File: src/rtl/hilo_wb_stage.sv
// Writeback stage: HI/LO architectural registers plus a 2-entry skid buffer (EMPTY/ONE/FULL).
// Latency 1 cycle; in_ready is registered (low only when FULL), so out_ready has no combinational path to it.
module hilo_wb_stage #(
    parameter logic [31:0] HILO_RST = 32'h0
) (
    input  logic        clk,
    input  logic        reset,
    input  logic        in_valid,
    output logic        in_ready,
    input  logic [5:0]  FS,
    input  logic [31:0] Y_hi,
    input  logic [31:0] Y_lo,
    input  logic        C,
    input  logic        V,
    input  logic        N,
    input  logic        Z,
    input  logic [1:0]  y_sel,
    output logic        out_valid,
    input  logic        out_ready,
    output logic [31:0] D_out,
    output logic        C_out,
    output logic        V_out,
    output logic        N_out,
    output logic        Z_out,
    output logic [31:0] HI_q,
    output logic [31:0] LO_q
);

    typedef enum logic [1:0] {EMPTY, ONE, FULL} state_t;

    typedef struct packed {
        logic [31:0] d;
        logic        c;
        logic        v;
        logic        n;
        logic        z;
    } ent_t;

    state_t      state_q, state_d;
    ent_t        head_q, head_d;
    ent_t        tail_q, tail_d;
    ent_t        new_ent;
    logic        in_ready_q;
    logic [31:0] hi_d, lo_d;
    logic        accept, pop, hilo_wr;

    assign accept  = in_valid & in_ready_q;
    assign pop     = (state_q != EMPTY) & out_ready;
    assign hilo_wr = accept & ((FS == 6'h1E) | (FS == 6'h1F));

    // MFHI/MFLO read the pre-update HI/LO, so a MUL/DIV that also moves-from sees the old value.
    always_comb begin
        new_ent = '{d: Y_lo, c: C, v: V, n: N, z: Z};
        if (y_sel == 2'b01 || y_sel == 2'b10) begin
            new_ent.d = (y_sel == 2'b01) ? HI_q : LO_q;
            new_ent.c = 1'b0;
            new_ent.v = 1'b0;
            new_ent.n = new_ent.d[31];
            new_ent.z = (new_ent.d == 32'h0);
        end
    end

    always_comb begin
        state_d = state_q;
        head_d  = head_q;
        tail_d  = tail_q;
        hi_d    = hilo_wr ? Y_hi : HI_q;
        lo_d    = hilo_wr ? Y_lo : LO_q;
        case (state_q)
            EMPTY: begin
                if (accept) begin
                    head_d  = new_ent;
                    state_d = ONE;
                end
            end
            ONE: begin
                if (accept && pop) begin
                    head_d = new_ent;
                end else if (accept) begin
                    tail_d  = new_ent;
                    state_d = FULL;
                end else if (pop) begin
                    state_d = EMPTY;
                end
            end
            FULL: begin
                if (pop) begin
                    head_d  = tail_q;
                    state_d = ONE;
                end
            end
            default: state_d = EMPTY;
        endcase
    end

    always_ff @(posedge clk or posedge reset) begin
        if (reset) begin
            state_q    <= EMPTY;
            head_q     <= '0;
            tail_q     <= '0;
            in_ready_q <= 1'b0;
            HI_q       <= HILO_RST;
            LO_q       <= HILO_RST;
        end else begin
            state_q    <= state_d;
            head_q     <= head_d;
            tail_q     <= tail_d;
            in_ready_q <= (state_d != FULL);
            HI_q       <= hi_d;
            LO_q       <= lo_d;
        end
    end

    assign in_ready  = in_ready_q;
    assign out_valid = (state_q != EMPTY);
    assign D_out     = head_q.d;
    assign C_out     = head_q.c;
    assign V_out     = head_q.v;
    assign N_out     = head_q.n;
    assign Z_out     = head_q.z;

endmodule

File: config.mk
export PLATFORM = sky130hd
export DESIGN_NAME = hilo_wb_stage
export DESIGN_NICKNAME = d
export VERILOG_FILES = /design/src/rtl/hilo_wb_stage.sv
export SDC_FILE = /design/constraint.sdc
export NUM_CORES = 1
export LEC_CHECK = 0
export ABC_AREA = 1
export ABC_CLOCK_PERIOD_IN_PS = 5200
export CORE_MARGIN = 5
export CORE_UTILIZATION = 35
export DETAILED_ROUTE_END_ITERATION = 8
export PLACE_DENSITY_LB_ADDON = 0.1
export SYNTH_ARGS = -nofsm -noshare
export SYNTH_HDL_FRONTEND = slang
export SYNTH_SLANG_ARGS = --single-unit
File: constraint.sdc
create_clock -name clk -period 5.2 [get_ports clk]
set_clock_uncertainty 0.1 [all_clocks]
set_input_delay 1.04 -clock clk [delete_from_list [all_inputs] [get_ports clk]]
set_output_delay 1.04 -clock clk [all_outputs]
set_load 0.01 [all_outputs]
==> Word level (Yosys, flattened, before mapping) <==
Cells that the tools add are included.
{ "word_totals": {"regBits": 139, "out_inout_bits": 102, "wordCells": 49, "input_bits": 80} }
{ "classes": {"n_bitwise": 5, "eq_ne": 10, "n_mux": 12, "n_reduce_logical": 8} }
{ "ops": {"columns": ["cell", "count"], "rows": [
  ["$mux 36", 4],
  ["$pmux 36 s3", 1],
  ["$logic_not 32->1", 1],
  ["$mux 32", 1],
  ["$eq 6x5->1 const B", 2],
  ["$mux 2", 5],
  ["$ne 2x2->1 const B", 4],
  ["$pmux 2 s3", 1],
  ["$eq 2x1->1 const B", 2],
  ["$eq 2x2->1 const B", 2],
  ["$reduce_and 4->1", 1],
  ["$and 1x1->1", 3],
  ["$reduce_and 3->1", 1],
  ["$reduce_bool 3->1", 1],
  ["$logic_not 2->1", 1],
  ["$reduce_bool 2->1", 1],
  ["$logic_and 1x1->1", 1],
  ["$logic_or 1x1->1", 1],
  ["$not 1->1", 1],
  ["$or 1x1->1", 1]
]} }

==> Logic depth before layout (Yosys ltp) <==
{ "logic_depth": {"word_depth": 7, "mapped_depth": 15, "depth_no_buf": 13} }

==> Worst setup path before layout <==
OpenSTA, ideal clock, no wires.
{ "synth_timing": {"path_type": "input to register", "from": "input port y_sel[1]", "to": "register head_q (netlist bit Z_out)", "required_ps": 5035, "path_buffers": 1, "t_arrival_ps": 2177, "setup_time_ps": 65, "path_stages": 12, "slack_ps": 2858, "cell_sequence": "inv_1 ha_1 inv_1 buf_2 nand2_1 a21oi_1 nand3_1 nor2_1 nand3_1 nand3_1 nand2_1 nand2_1"} }
{ "synth_between": {"elab_chain_len": 6, "word_cells_on_any_way": 9, "classes_between": "eq/ne: 2; mux: 5; reduce/logical: 2"} }
{ "synth_rtl": {"columns": ["item", "line_no", "text"], "rows": [
  ["start: declaration", "17", "input logic [1:0] y_sel,"],
  ["$eq 2x1->1", "54, 55", null],
  ["$mux 32", "55", "new_ent.d = (y_sel == 2'b01) ? HI_q : LO_q;"],
  ["$logic_not 32->1", "59", "new_ent.z = (new_ent.d == 32'h0);"],
  ["$mux 36 (*)", "54", "if (y_sel == 2'b01 || y_sel == 2'b10) begin"],
  ["$mux 36, on equally long branches", "77, 71", null],
  ["$pmux 36 s3 (*)", "69", "case (state_q)"],
  ["end signal: assignment", "99", "head_q <= '0;"],
  ["end signal: assignment", "106", "head_q <= head_d;"],
  ["end: declaration", "40", "ent_t head_q, head_d;"]
]} }
Mark *: on every way between the ends. The rest lies on a longest branch, timed or not. The select of a mux whose other input is x is not followed.
A chain may end at the register's enable or synchronous reset.

==> Final worst setup path <==
{ "layout_timing": {"from": "input port y_sel[0]", "to": "register head_q (netlist bit Z_out)"} }
Same word-level chain as after synthesis.

==> results_dict.tcl <==
set metrics [dict create \
    final_number_of_hold_violating_endpoints 0 \
    gp_routability_congestion 0.818 \
    tightestPinTransition_ns 1.11 \
    synth_top_area_frac 0.546 \
    power_density_nw_per_um2 501 \
    antenna_found_initial 0 \
    boundaryPins 182 \
    detailedPlacementHpwl_mm 12.9 \
    tritoncts.num_buffers 17 \
    final_nets 974 \
    irDropWorstVdd_uv 239 \
    layout.cell_area.non_filler_um2 8880 \
    critical_path_required_ns 5.45 \
    cp_slowest_cell "sky130_fd_sc_hd__ha_1" \
    rows 49 \
    insertedDiodeCount 0 \
    clockBufferDepth 2 \
    cts_tree "yes" \
    route.detailed.vias_per_inst 4.82 \
    cpLargestDelayFamily "simple AND/OR/NAND/NOR gates" \
    count_of_buffers_inserted_at_the_top_level_ports 180 \
    maxCapViolations 0 \
    crit_chain "clkdlybuf4s50_1, ha_1, inv_4, nand2_1, nand2_1, nor2_1, nand3_1, nor2_1, nand3_1, nand3_1, nand2_1, nand2_1" \
    timing.critical_path.mode_cell "sky130_fd_sc_hd__nand2_1" \
    run_status "completed" \
    grt.overflow.total 0 \
    detailed_route_wl_mm 18.6 \
    cts_setup_buffers 0 \
    layout.core_utilization 0.494 \
    clk-insertion-delay-late_ns 0.41 \
    grt_use_total 0.176 \
    total_leakage_power_nw 4.06 \
    grt_setup_unrepaired "no" \
    setup.worst_path.end_class "flip-flop" \
    start_util 0.355 \
    cpPeakStageDelay_ns 0.70 \
    synthesis.yosys.warnings 0 \
    postPlaceCellArea_um2 8280 \
    synth_sequential_area_ratio 0.546 \
    critPathArrivalTime_ns 3.54 \
    layout-area-overhead-vs-synth_pct 39.3 \
    htree_num_levels 4 \
    crit_fanout 31 \
    clk_pin_slew_worst_paths_ns 0.06 \
    die_height_um 145 \
    die_width_um 145 \
    cts.root.buffer_cell "sky130_fd_sc_hd__clkbuf_16" \
    antenna_violating_nets_post_route 0 \
    cp-start-kind "primary input" \
    detailroute.via_count 5476 \
    cts.hold.buffers_added 0 \
    maxClockFrequency_ghz 0.304 \
    vias_in_the_first_global_route 5504 \
    post-layout-total-power_mw 4.45 \
    cts.sink_count 139 \
    timing.final.setup_violations 0 \
    setup_tns_ns 0 \
    drt-wirelength-per-cell_um 16.4 \
    worstSetupPathType "in2reg" \
    synth_top_area_cell "sky130_fd_sc_hd__dfrtp_1" \
    syn_nets 811 \
    grt_first_pass_wirelength_mm 30.3 \
    postCtsResizedCells 0 \
    worst-path-buf-inv 2 \
    grt_start_max_net_pins 104 \
    number_of_max_slew_violations_in_the_final_report 0 \
    timing.hold.worst.class "reg2reg" \
    initialDrtViolationCount 275 \
    period_share 0.632 \
    die_area_um2 21000 \
    ys_seq_elements 139 \
    drc 0 \
    relSlewSlack 0.260 \
    final_period_minus_worst_setup_slack_ns 3.29 \
    drive_above_1_share 0.0795 \
    postSynthCellCount 730 \
    number_of_iterations_in_the_first_detailed_routing_pass 5 \
    yosysUniqueCellTypes 25 \
    core_area_um2 18000 \
    synthTopCellsByArea "sky130_fd_sc_hd__dfrtp_1 55%, sky130_fd_sc_hd__nand2_1 11%, sky130_fd_sc_hd__o21ai_0 8.2%, sky130_fd_sc_hd__a21oi_1 5.0%, sky130_fd_sc_hd__mux2_2 4.4%" \
    postSynthAreaPerCell_um2 8.73 \
    netlist_area_um2 6370 \
]
[cells in the final DEF, fill, tap and decap left out]
| master | count |
|---|---|
| sky130_fd_sc_hd__nand2_1 | 185 |
| sky130_fd_sc_hd__clkdlybuf4s50_1 | 180 |
| sky130_fd_sc_hd__dfrtp_1 | 139 |
| sky130_fd_sc_hd__o21ai_0 | 105 |
| sky130_fd_sc_hd__a21oi_1 | 64 |
| sky130_fd_sc_hd__inv_1 | 51 |
| sky130_fd_sc_hd__nor2_1 | 50 |
| sky130_fd_sc_hd__o21a_1 | 30 |
| sky130_fd_sc_hd__mux2_2 | 25 |
| sky130_fd_sc_hd__clkbuf_16 | 17 |
| sky130_fd_sc_hd__o21ai_1 | 14 |
| sky130_fd_sc_hd__buf_4 | 10 |
| sky130_fd_sc_hd__nand3_1 | 6 |
| sky130_fd_sc_hd__clkinvlp_4 | 6 |
| sky130_fd_sc_hd__bufinv_16 | 3 |
| sky130_fd_sc_hd__clkbuf_1 | 3 |
| sky130_fd_sc_hd__nand3_2 | 2 |
| sky130_fd_sc_hd__or2_1 | 2 |
| sky130_fd_sc_hd__clkinv_2 | 2 |
| sky130_fd_sc_hd__inv_4 | 1 |
| sky130_fd_sc_hd__o21bai_1 | 1 |
| sky130_fd_sc_hd__nand4_1 | 1 |
| sky130_fd_sc_hd__inv_2 | 1 |
| sky130_fd_sc_hd__nor2_4 | 1 |
| sky130_fd_sc_hd__or2_0 | 1 |
| sky130_fd_sc_hd__o21ai_2 | 1 |
| sky130_fd_sc_hd__or2_2 | 1 |
| sky130_fd_sc_hd__inv_6 | 1 |
| sky130_fd_sc_hd__a31oi_1 | 1 |
| sky130_fd_sc_hd__ha_1 | 1 |
| sky130_fd_sc_hd__clkbuf_8 | 1 |
[layout make-up]
cell class	count	area, um2
inverters	54	210
well taps	229	287
flip-flops and latches	139	3480
fillers	1720	9080
clock buffers	21	450
clock inverters	11	145
repair buffers	190	1880
multi-input cells	491	2430
[flip-flops by register name, indices dropped and copies added (netlist names)]
register  count
V_out         1
state_q       2
Z_out         1
D_out        32
LO_q         32
tail_q       36
HI_q         32
C_out         1
N_out         1
in_ready      1
[cell families after synthesis]
kind of cell | count (synthesis) | share of synthesized area
multiplexers | 25 | 0.0442
AO/OA/AOI/OAI | 216 | 0.183
flip-flops | 139 | 0.546
AND/OR/NAND/NOR | 249 | 0.151
adder cells (fa/ha/maj) | 1 | 0.00196
buffers and inverters | 100 | 0.0746
[worst min-delay path, cell delays in order, from the launching register on]
cell and delay, ns:
sky130_fd_sc_hd__dfrtp_1 0.34, sky130_fd_sc_hd__nand2_1 0.05, sky130_fd_sc_hd__o21ai_0 0.06
[cell usage after synthesis]
library cell and count:
sky130_fd_sc_hd__a21oi_1 64, sky130_fd_sc_hd__a31oi_1 1, sky130_fd_sc_hd__buf_2 18, sky130_fd_sc_hd__buf_4 4, sky130_fd_sc_hd__buf_6 8, sky130_fd_sc_hd__clkbuf_1 16, sky130_fd_sc_hd__dfrtp_1 139, sky130_fd_sc_hd__ha_1 1
sky130_fd_sc_hd__inv_1 52, sky130_fd_sc_hd__inv_2 1, sky130_fd_sc_hd__inv_4 1, sky130_fd_sc_hd__mux2_2 25, sky130_fd_sc_hd__nand2_1 185, sky130_fd_sc_hd__nand3_1 7, sky130_fd_sc_hd__nand3_2 1, sky130_fd_sc_hd__nand4_1 1
sky130_fd_sc_hd__nor2_1 51, sky130_fd_sc_hd__o21a_1 30, sky130_fd_sc_hd__o21ai_0 105, sky130_fd_sc_hd__o21ai_1 14, sky130_fd_sc_hd__o21ai_2 1, sky130_fd_sc_hd__o21bai_1 1, sky130_fd_sc_hd__or2_0 1, sky130_fd_sc_hd__or2_1 2
sky130_fd_sc_hd__or2_2 1
[final timing paths]
check,start,cells past startpoint,to,slack (ns)
setup / recovery,y_sel[0],12,Z_out,1.91
hold / removal,tail_q[8],2,tail_q[8],0.38
setup reg to reg,state_q[1],7,D_out[16],2.92
hold reg to reg,tail_q[8],2,tail_q[8],0.38
max in group asynchronous,reset,3,tail_q[21],3.03
min in group asynchronous,reset,2,LO_q[24],1.08
[per-layer routing]
metal | vias to the layer above | track usage | wire length, um
met5 | - | 0 | 0
met1 | 2627 | 0.235 | 8390
met4 | 0 | 0.0410 | 107
met2 | 149 | 0.277 | 8670
met3 | 8 | 0.0627 | 1400
li1 | 2692 | - | -
[metrics by stage]
stage               cells  setup slack (ns)  hold slack [ns]
floorplan             730             0.335            0.348
global placement     1103              1.41            0.365
detailed placement   1103              1.38            0.371
CTS                  1135              1.81            0.387
global route         1135              1.62            0.409
finish               1135              1.91            0.383
[power by group]
part           switching (mW)  leakage (nW)  internal, mW
clock                   0.464         0.271         0.765
sequential              0.238          1.64          1.47
combinational           0.729          2.15         0.786
total                    1.43          4.06          3.02
Power figures use the tool's default switching activity.
